$ cat config.mk
export PLATFORM = sky130hd
export DESIGN_NAME = mdu_issue_ctrl
export DESIGN_NICKNAME = d
export VERILOG_FILES = /design/src/rtl/mdu_issue_ctrl_pkg.sv /design/src/rtl/mdu_issue_ctrl.sv
export SDC_FILE = /design/constraint.sdc
export NUM_CORES = 1
export LEC_CHECK = 0
export BUFFER_PORTS_ARGS = -buffer_cell sky130_fd_sc_hd__buf_2
export CAP_MARGIN = 20
export CORE_AREA = 2 2 169 171
export CTS_CLUSTER_SIZE = 16
export DETAILED_ROUTE_END_ITERATION = 12
export DIE_AREA = 0 0 171 173
export PLACE_DENSITY_LB_ADDON = 0.05
export SETUP_SLACK_MARGIN = 0.2
export SYNTH_ARGS = -nofsm -noshare
export SYNTH_HDL_FRONTEND = slang
export SYNTH_SLANG_ARGS = --single-unit
export TNS_END_PERCENT = 10
$ cat constraint.sdc
create_clock -name clk -period 1.5 [get_ports clk]
set_input_delay 0.15 -clock clk [delete_from_list [all_inputs] [get_ports clk]]
set_output_delay 0.15 -clock clk [all_outputs]
set_load 0.01 [all_outputs]
$ cat src/rtl/mdu_issue_ctrl_pkg.sv
// -----------------------------------------------------------------------------
// mdu_issue_ctrl_pkg
// Shared CPU definitions used by the MDU issue controller and the multi-cycle
// multiply/divide unit:
//   oper_t  - operation encoding carried down the pipeline
//   is_mc() - classifies operations that need the multi-cycle unit
// -----------------------------------------------------------------------------
package mdu_issue_ctrl_pkg;

  typedef enum logic [4:0] {
    OP_NOP   = 5'd0,
    OP_ADD   = 5'd1,
    OP_SUB   = 5'd2,
    OP_MFHI  = 5'd3,
    OP_MFLO  = 5'd4,
    OP_MTHI  = 5'd5,
    OP_MTLO  = 5'd6,
    OP_MADD  = 5'd7,
    OP_MADDU = 5'd8,
    OP_MSUB  = 5'd9,
    OP_MSUBU = 5'd10,
    OP_MUL   = 5'd11,
    OP_MULT  = 5'd12,
    OP_MULTU = 5'd13,
    OP_DIV   = 5'd14,
    OP_DIVU  = 5'd15
  } oper_t;

  // Operations that occupy the multi-cycle unit and stall the pipeline.
  function automatic logic is_mc(input oper_t op);
    logic mc;
    mc = 1'b0;
    case (op)
      OP_MADD, OP_MADDU, OP_MSUB, OP_MSUBU,
      OP_MUL, OP_MULT, OP_MULTU, OP_DIV, OP_DIVU: mc = 1'b1;
      default:                                   mc = 1'b0;
    endcase
    return mc;
  endfunction

endpackage

$ cat src/rtl/mdu_issue_ctrl.sv
// -----------------------------------------------------------------------------
// mdu_issue_ctrl
// Issue/commit controller in front of a multi-cycle multiply/divide unit.
// Owns the architectural HI/LO pair and the OP_MUL GPR result register.
//
// Ports
//   clk, rst            clock, synchronous active-high reset
//   flush               aborts any in-flight operation
//   req_valid/req_op    issue request and its operation
//   req_reg1/req_reg2   source operands
//   req_wdata           data for OP_MTHI / OP_MTLO
//   stall               holds the upstream pipeline
//   exe_op/exe_reg1/2   operation and operands driven to the unit
//   exe_hilo            current {HI,LO} driven to the unit
//   exe_flush           flush to the unit (flush or reset)
//   exe_ret             unit result {HI,LO}
//   exe_mult_word       unit low-word product (OP_MUL)
//   exe_busy            unit still computing
//   hilo                architectural {HI,LO}
//   mul_valid/mul_word  one-cycle OP_MUL writeback pulse and its data
//
// Handshake: a request is consumed on a rising edge where req_valid=1 and
// stall=0. A multi-cycle op raises stall in its own issue cycle and keeps it
// through RUN; upstream must hold its request until stall is low. Requests
// seen while RUN or DONE are dropped and get re-presented by upstream.
// -----------------------------------------------------------------------------
module mdu_issue_ctrl
  import mdu_issue_ctrl_pkg::*;
#(
  parameter logic [63:0] HILO_RESET = 64'h0
) (
  input  logic        clk,
  input  logic        rst,
  input  logic        flush,
  input  logic        req_valid,
  input  oper_t       req_op,
  input  logic [31:0] req_reg1,
  input  logic [31:0] req_reg2,
  input  logic [31:0] req_wdata,
  output logic        stall,
  output oper_t       exe_op,
  output logic [31:0] exe_reg1,
  output logic [31:0] exe_reg2,
  output logic [63:0] exe_hilo,
  output logic        exe_flush,
  input  logic [63:0] exe_ret,
  input  logic [31:0] exe_mult_word,
  input  logic        exe_busy,
  output logic [63:0] hilo,
  output logic        mul_valid,
  output logic [31:0] mul_word
);

  typedef enum logic [1:0] {
    S_IDLE = 2'd0,
    S_RUN  = 2'd1,
    S_DONE = 2'd2
  } state_t;

  state_t      state_q, state_d;
  oper_t       op_q, op_d;
  logic [31:0] reg1_q, reg1_d;
  logic [31:0] reg2_q, reg2_d;
  logic [63:0] hilo_q, hilo_d;
  logic [31:0] mul_word_q, mul_word_d;

  always_comb begin
    state_d    = state_q;
    op_d       = op_q;
    reg1_d     = reg1_q;
    reg2_d     = reg2_q;
    hilo_d     = hilo_q;
    mul_word_d = mul_word_q;
    exe_op     = OP_NOP;
    exe_reg1   = 32'd0;
    exe_reg2   = 32'd0;
    stall      = 1'b0;
    mul_valid  = 1'b0;

    case (state_q)
      S_IDLE: begin
        stall = req_valid && is_mc(req_op);
        // Flush suppresses both a new issue and an MTHI/MTLO write.
        if (req_valid && !flush) begin
          if (is_mc(req_op)) begin
            op_d    = req_op;
            reg1_d  = req_reg1;
            reg2_d  = req_reg2;
            state_d = S_RUN;
          end else if (req_op == OP_MTHI) begin
            hilo_d[63:32] = req_wdata;
          end else if (req_op == OP_MTLO) begin
            hilo_d[31:0] = req_wdata;
          end
        end
      end

      S_RUN: begin
        stall    = 1'b1;
        exe_op   = op_q;
        exe_reg1 = reg1_q;
        exe_reg2 = reg2_q;
        if (flush) begin
          state_d = S_IDLE;
        end else if (!exe_busy) begin
          if (op_q == OP_MUL) begin
            mul_word_d = exe_mult_word;
          end else begin
            hilo_d = exe_ret;
          end
          state_d = S_DONE;
        end
      end

      S_DONE: begin
        // op_q still names the op that just committed.
        mul_valid = (op_q == OP_MUL) && !flush;
        state_d   = S_IDLE;
      end

      default: state_d = S_IDLE;
    endcase

    // Outputs that would otherwise reflect pre-reset state are quiet in reset.
    if (rst) begin
      stall     = 1'b0;
      mul_valid = 1'b0;
    end
  end

  always_ff @(posedge clk) begin
    if (rst) begin
      state_q    <= S_IDLE;
      op_q       <= OP_NOP;
      reg1_q     <= 32'd0;
      reg2_q     <= 32'd0;
      hilo_q     <= HILO_RESET;
      mul_word_q <= 32'd0;
    end else begin
      state_q    <= state_d;
      op_q       <= op_d;
      reg1_q     <= reg1_d;
      reg2_q     <= reg2_d;
      hilo_q     <= hilo_d;
      mul_word_q <= mul_word_d;
    end
  end

  assign exe_hilo  = hilo_q;
  assign hilo      = hilo_q;
  assign mul_word  = mul_word_q;
  assign exe_flush = flush || rst;

endmodule

; ---- After elaboration in Yosys (flattened, before gate mapping)
; Memory sizes are Yosys's and may differ from the RTL's.
; Cells that the tools add are included.
[op_classes]
n_eq_ne = 15
n_mux = 26
bitwise = 2
n_reduce_logical = 12
[ops]
columns = cell, count
row1 = $mux 64, 5
row2 = $mux 32, 5
row3 = $pmux 64 s2, 1
row4 = $ne 2x2->1 const B, 9
row5 = $eq 5x3->1 const B, 2
row6 = $mux 1, 8
row7 = $mux 2, 4
row8 = $reduce_and 8->1, 1
row9 = $reduce_and 7->1, 1
row10 = $reduce_and 3->1, 2
row11 = $eq 5x4->1 const B, 1
row12 = $mux 5, 1
row13 = $pmux 2 s2, 1
row14 = $reduce_and 4->1, 1
row15 = $logic_and 1x1->1, 3
row16 = $ne 3x3->1 const B, 1
row17 = $eq 2x1->1 const B, 1
row18 = $eq 2x2->1 const B, 1
row19 = $logic_not 2->1, 1
row20 = $not 1->1, 2
row21 = $pmux 1 s2, 1
row22 = $reduce_bool 2->1, 1
row23 = $logic_not 1->1, 1
row24 = $logic_or 1x1->1, 1
[totals]
regBits = 167
rom_bits = 32
in_bits = 202
output_inout_bits = 232
wordCells = 64
n_memories = 2
[mem_list]
columns = memory, words, width, rd, rd_ports_with_merged_regs, write_ports, line
row1 = (no name shown), 16, 1, 1, 0, 0, mdu_issue_ctrl_pkg.sv:33  ; case (op)
row2 = (no name shown), 16, 1, 1, 0, 0, mdu_issue_ctrl_pkg.sv:33

; ---- Longest topological paths before layout
[logic_depth]
word_depth = 7
ltp_mapped = 8
depth_no_buf = 4

; ---- Least setup slack after synthesis
; Ideal clock, no wire load.
[synth_timing]
kind = register to register
startpoint = reg state_q[0]
endpoint = reg hilo_q[32] (netlist: exe_hilo[32])
setup_time_ns = 0.123
t_arrival_ns = 1.572
required_time_ns = 1.377
setup_slack_ns = -0.195
stages_incl_launch_ff = 7
n_path_buf = 2
period_less_slack_ns = 1.695
path_cell_list = dfxtp_1 -> buf_2 -> nor2_1 -> a41o_1 -> o21ai_2 -> buf_2 -> mux2_1
[synth_via]
elab_chain_len = 3
word_cells_on_any_way = 11
cone_classes = 7 x eq/ne / 1 x mux / 3 x reduce/logical
[synth_rtl]
columns = element, line
row1 = "start, declared", mdu_issue_ctrl.sv:60  ; state_t state_q, state_d;
row2 = "start signal, assigned", mdu_issue_ctrl.sv:140  ; state_q <= state_d;
row3 = $eq 2x1->1 or $logic_not 2->1 (tied branches), mdu_issue_ctrl.sv:80  ; case (state_q)
row4 = $ne 2x2->1 (no source line) or $reduce_bool 2->1 (tied branches), -
row5 = $reduce_and 7->1 (no source line), -
row6 = "end signal, assigned", mdu_issue_ctrl.sv:144  ; hilo_q <= hilo_d;
row7 = "end, declared", mdu_issue_ctrl.sv:64  ; logic [63:0] hilo_q, hilo_d;
; Several ways; a longest one is shown, not always the timed one.
; A chain may end at the register's enable or synchronous reset.

; ---- Worst setup path after layout
[layout_timing]
startpoint = reg state_q[0]
endpoint = out exe_reg1[6]
[layout_via]
elab_chain_len = 2
[layout_rtl]
columns = element, line
row1 = $eq 2x1->1, mdu_issue_ctrl.sv:80
row2 = $mux 32, mdu_issue_ctrl.sv:80
row3 = "end, declared", mdu_issue_ctrl.sv:42  ; output logic [31:0] exe_reg1,
; No other way between the ends.

==> out/qor.csv <==
stage,metric,value,unit
status,violations,negative setup slack,
floorplan,coreArea,27600,um2
power,internal_power,7530,uW
power,power_frac_seq,0.447,
status,status,"complete, but fails checks",
power,p_total,10200,uW
logic_synthesis,avgSynthCellArea,8.20,um2
critical_path,crit_path_start_kind,flip-flop,
cells_and_area,drive_above_1_share,0.436,
logic_synthesis,synth-simple-area-share,0.231,
power,switchingPower,2630,uW
clocking,cts_tree,yes,
logic_synthesis,muxShareOfSynthArea,0.0888,
logic_synthesis,synthAdderAreaFrac,0,
timing,slew-limit-headroom,0.694,
timing,fin_crit_sh,1.21,
logic_synthesis,async_flop_share,0,
critical_path,slowest_delay,0.34,ns
clocking,htreeDepth,4,
critical_path,endpoint_kind,output port,
placed_design,gp_congestion,0.780,
critical_path,crit_required,1.35,ns
logic_synthesis,synth_area,7660,um2
timing,worst_pin_slew,0.459,ns
timing,clock_skew,0.0177,ns
timing,setup_viol,236,
power,powerDensity,771,nW/um2
floorplan,io_pins,434,
floorplan,placementRows,61,
global_routing,grt_remaining_overflow,0,
logic_synthesis,synth-seq-area-share,0.436,
clocking,cts_root_buffer,clkbuf_16,
critical_path,timing.critical_path.buf_inv,5,
placed_design,place_ws,-0.247,ns
critical_path,cp.arrival,1.67,ns
timing,min_period,1.82,ns
placed_design,place.port_buffers,433,
detailed_routing,drtIter0Drc,347,
critical_path,critPathMostFrequentCell,buf_6,
critical_path,slowest_stage,dfxtp_4,
logic_synthesis,yosysUniqueCellTypes,32,
clocking,path_clk_slew,0.06,ns
min_path,hp-class,primary input to flip-flop,
global_routing,grt_pass1_wl,46.3,mm
critical_path,rrSetupSlack,-0.28,ns
clocking,cts_buffers,17,
placed_design,dp_cells,1664,
critical_path,reg2reg_to,exe_hilo[46]$_SDFFE_PP0P_,
placed_design,place_hpwl,20.4,mm
logic_synthesis,postSynthRegisterBits,167,
timing,report.final.slew_viol_count,0,
global_routing,grt_max_degree,83,
timing,final_hold_viol_count,0,
floorplan,die_area,29600,um2
critical_path,rr_worst_depth,9,
detailed_routing,postRouteWirelength,31.3,mm
logic_synthesis,synth_top_family_by_area,simple AND/OR/NAND/NOR gates,
power,leakage,0.00630,uW
cells_and_area,ff_latch_area,3350,um2
logic_synthesis,synthFlopType,dfxtp_1,
cells_and_area,fin_area,13200,um2
cells_and_area,final_cell_mix,"buf_2 (377), nand2_1 (234), dfxtp_1 (165)",
placed_design,placed_cell_area,10200,um2
timing,setup_ws,-0.319,ns
logic_synthesis,synth_nets,1136,
detailed_routing,first_pass_iters,4,
min_path,min_from,req_op[1],
clocking,clockBufferDepth,2,
clocking,clock_sinks,167,
floorplan,die_h,173,um
cells_and_area,stdcell_count,1850,
logic_synthesis,netlist_instances,934,
detailed_routing,vias,8373,
min_path,min_to,op_q[1]$_SDFFE_PP0P_,
critical_path,critPathTopFamily,buffers and inverters,
cells_and_area,nFillCells,2778,
power,clock_power_share,0.430,
cells_and_area,fin_nets,1662,
logic_synthesis,synth_edf_count,0,
cells_and_area,multi_input_area,3820,um2
logic_synthesis,synth_xor_area_frac,0,
detailed_routing,routed_via_density,4.53,
global_routing,grt_usage,0.201,
logic_synthesis,synth_top_cells_by_area,"dfxtp_1 (44%), nand2_1 (11%), a21oi_1 (6.5%)",
cells_and_area,layout_commonest_cell,buf_2,
timing,rsz0062_at_grt,true,
logic_synthesis,yosysTopAreaCellShare,0.436,
critical_path,worstPathMaxFanout,5,
cells_and_area,syn_to_final_growth,72.0,%
power,netSwitchingFraction,0.259,
critical_path,reg2reg_from,state_q[0]$_SDFFE_PP0P_,
detailed_routing,drc,0,
floorplan,die_w,171,um
floorplan,initial_core_util,0.277,
detailed_routing,wl_per_cell,16.9,um
logic_synthesis,ys_warn_count,0,
power,p_comb_frac,0.123,
global_routing,antenna_found_initial,3,
min_path,whs_path_depth,3,
critical_path,critPathKind,flip-flop to output port,
run,cap_violations,0,
global_routing,grt_pass1_vias,8357,
detailed_routing,ant_nets,0,
logic_synthesis,synth_compound_area_frac,0.138,
cells_and_area,final_core_util,0.477,
power,ir_drop,727,uV
critical_path,critical_path.cell_chain,buf_6 > nor2b_4 > buf_6 > buf_12 > buf_16 > and2_4 > buf_2,
timing,fmax,550,MHz
logic_synthesis,yosys.area.top_type,dfxtp_1,
clocking,clk_latency,0.43,ns
cell type report:
| class | instances | share of cell area |
|---|---|---|
| Clock buffer | 17 | 0.0323 |
| Sequential cell | 167 | 0.254 |
| Clock inverter | 13 | 0.0103 |
| Tap cell | 378 | 0.0359 |
| Timing Repair Buffer | 649 | 0.376 |
| Multi-Input combinational cell | 623 | 0.290 |
| Antenna cell | 1 | 0.000190 |
| Inverter | 2 | 0.000570 |
worst reg2reg max path, stage by stage, from the launching register on:
cell and delay (ns):
dfxtp_4 0.34, buf_6 0.11, nor2b_4 0.12, buf_6 0.12, buf_6 0.12, buf_4 0.14, bufbuf_16 0.28, nand2_1 0.07
a21oi_1 0.07, mux2_1 0.29
Yosys cell counts (all sizes together), types with 2 or more instances:
cell type  number
nand2         234
dfxtp         167
a21oi         100
buf            87
and2           69
clkbuf         55
nor2           36
a31oi          33
nor2b          33
a311oi         32
mux2           32
mux2i          32
nor3            3
a2111oi         2
a41o            2
and4bb          2
inv             2
nand2b          2
nand3           2
nor3b           2
per-layer routing:
metal / track usage / vias to the layer above / part of all wire
met5: 0 / - / 0.0011
met4: 0.0494 / 4 / 0.017
met3: 0.0529 / 29 / 0.064
met2: 0.367 / 279 / 0.51
met1: 0.229 / 3947 / 0.41
li1: - / 4114 / -
cell families after synthesis:
group,after synthesis
AO/OA/AOI/OAI,171
buffers and inverters,144
flip-flops,167
multiplexers,64
AND/OR/NAND/NOR,388
flip-flops by register name, indices dropped and copies added (netlist names):
signal / cells
reg2_q: 32
state_q: 2
exe_hilo: 64
reg1_q: 32
mul_word: 32
op_q: 5
power groups by stage:
stage / Clock [uW] / Sequential, uW / Combinational, uW
2_1_floorplan: 0 / 4640 / 374
3_3_place_gp: 0 / 4640 / 881
3_5_place_dp: 0 / 4640 / 881
4_1_cts: 4500 / 4540 / 1230
5_1_grt: 4690 / 4550 / 1360
6_report: 4370 / 4540 / 1250
per-stage QoR:
step / setup TNS, ns / hold slack, ns
6_report: -45.56 / 0.0209
5_1_grt: -65.70 / 0.0136
4_1_cts: -51.82 / 0.00330
3_5_place_dp: -25.94 / 0.386
3_3_place_gp: -21.59 / 0.381
2_1_floorplan: -10.39 / 0.229
worst max path at each step:
stage / to / slack [ns] / from / depth (start not counted)
floorplan: exe_hilo[32]$_SDFFE_PP0P_ / -0.16 / state_q[0]$_SDFFE_PP0P_ / 5
global placement: exe_hilo[8]$_SDFFE_PP0P_ / -0.21 / state_q[0]$_SDFFE_PP0P_ / 6
detailed placement: exe_hilo[21]$_SDFFE_PP0P_ / -0.25 / state_q[0]$_SDFFE_PP0P_ / 6
CTS: exe_reg2[2] / -0.34 / state_q[0]$_SDFFE_PP0P_ / 7
global route: exe_reg2[4] / -0.39 / state_q[0]$_SDFFE_PP0P_ / 7
finish: exe_reg1[6] / -0.32 / state_q[0]$_SDFFE_PP0P_ / 7
repair_timing:
item                       CTS  global route
hold buffers               130             0
setup endpoints to repair  236           237
gates resized for setup    115            47
cloned                       9             3
hold endpoints to repair   123             0
pin swaps                   38            23
buffers inserted            13             0
(Power assumes the default switching activity.)
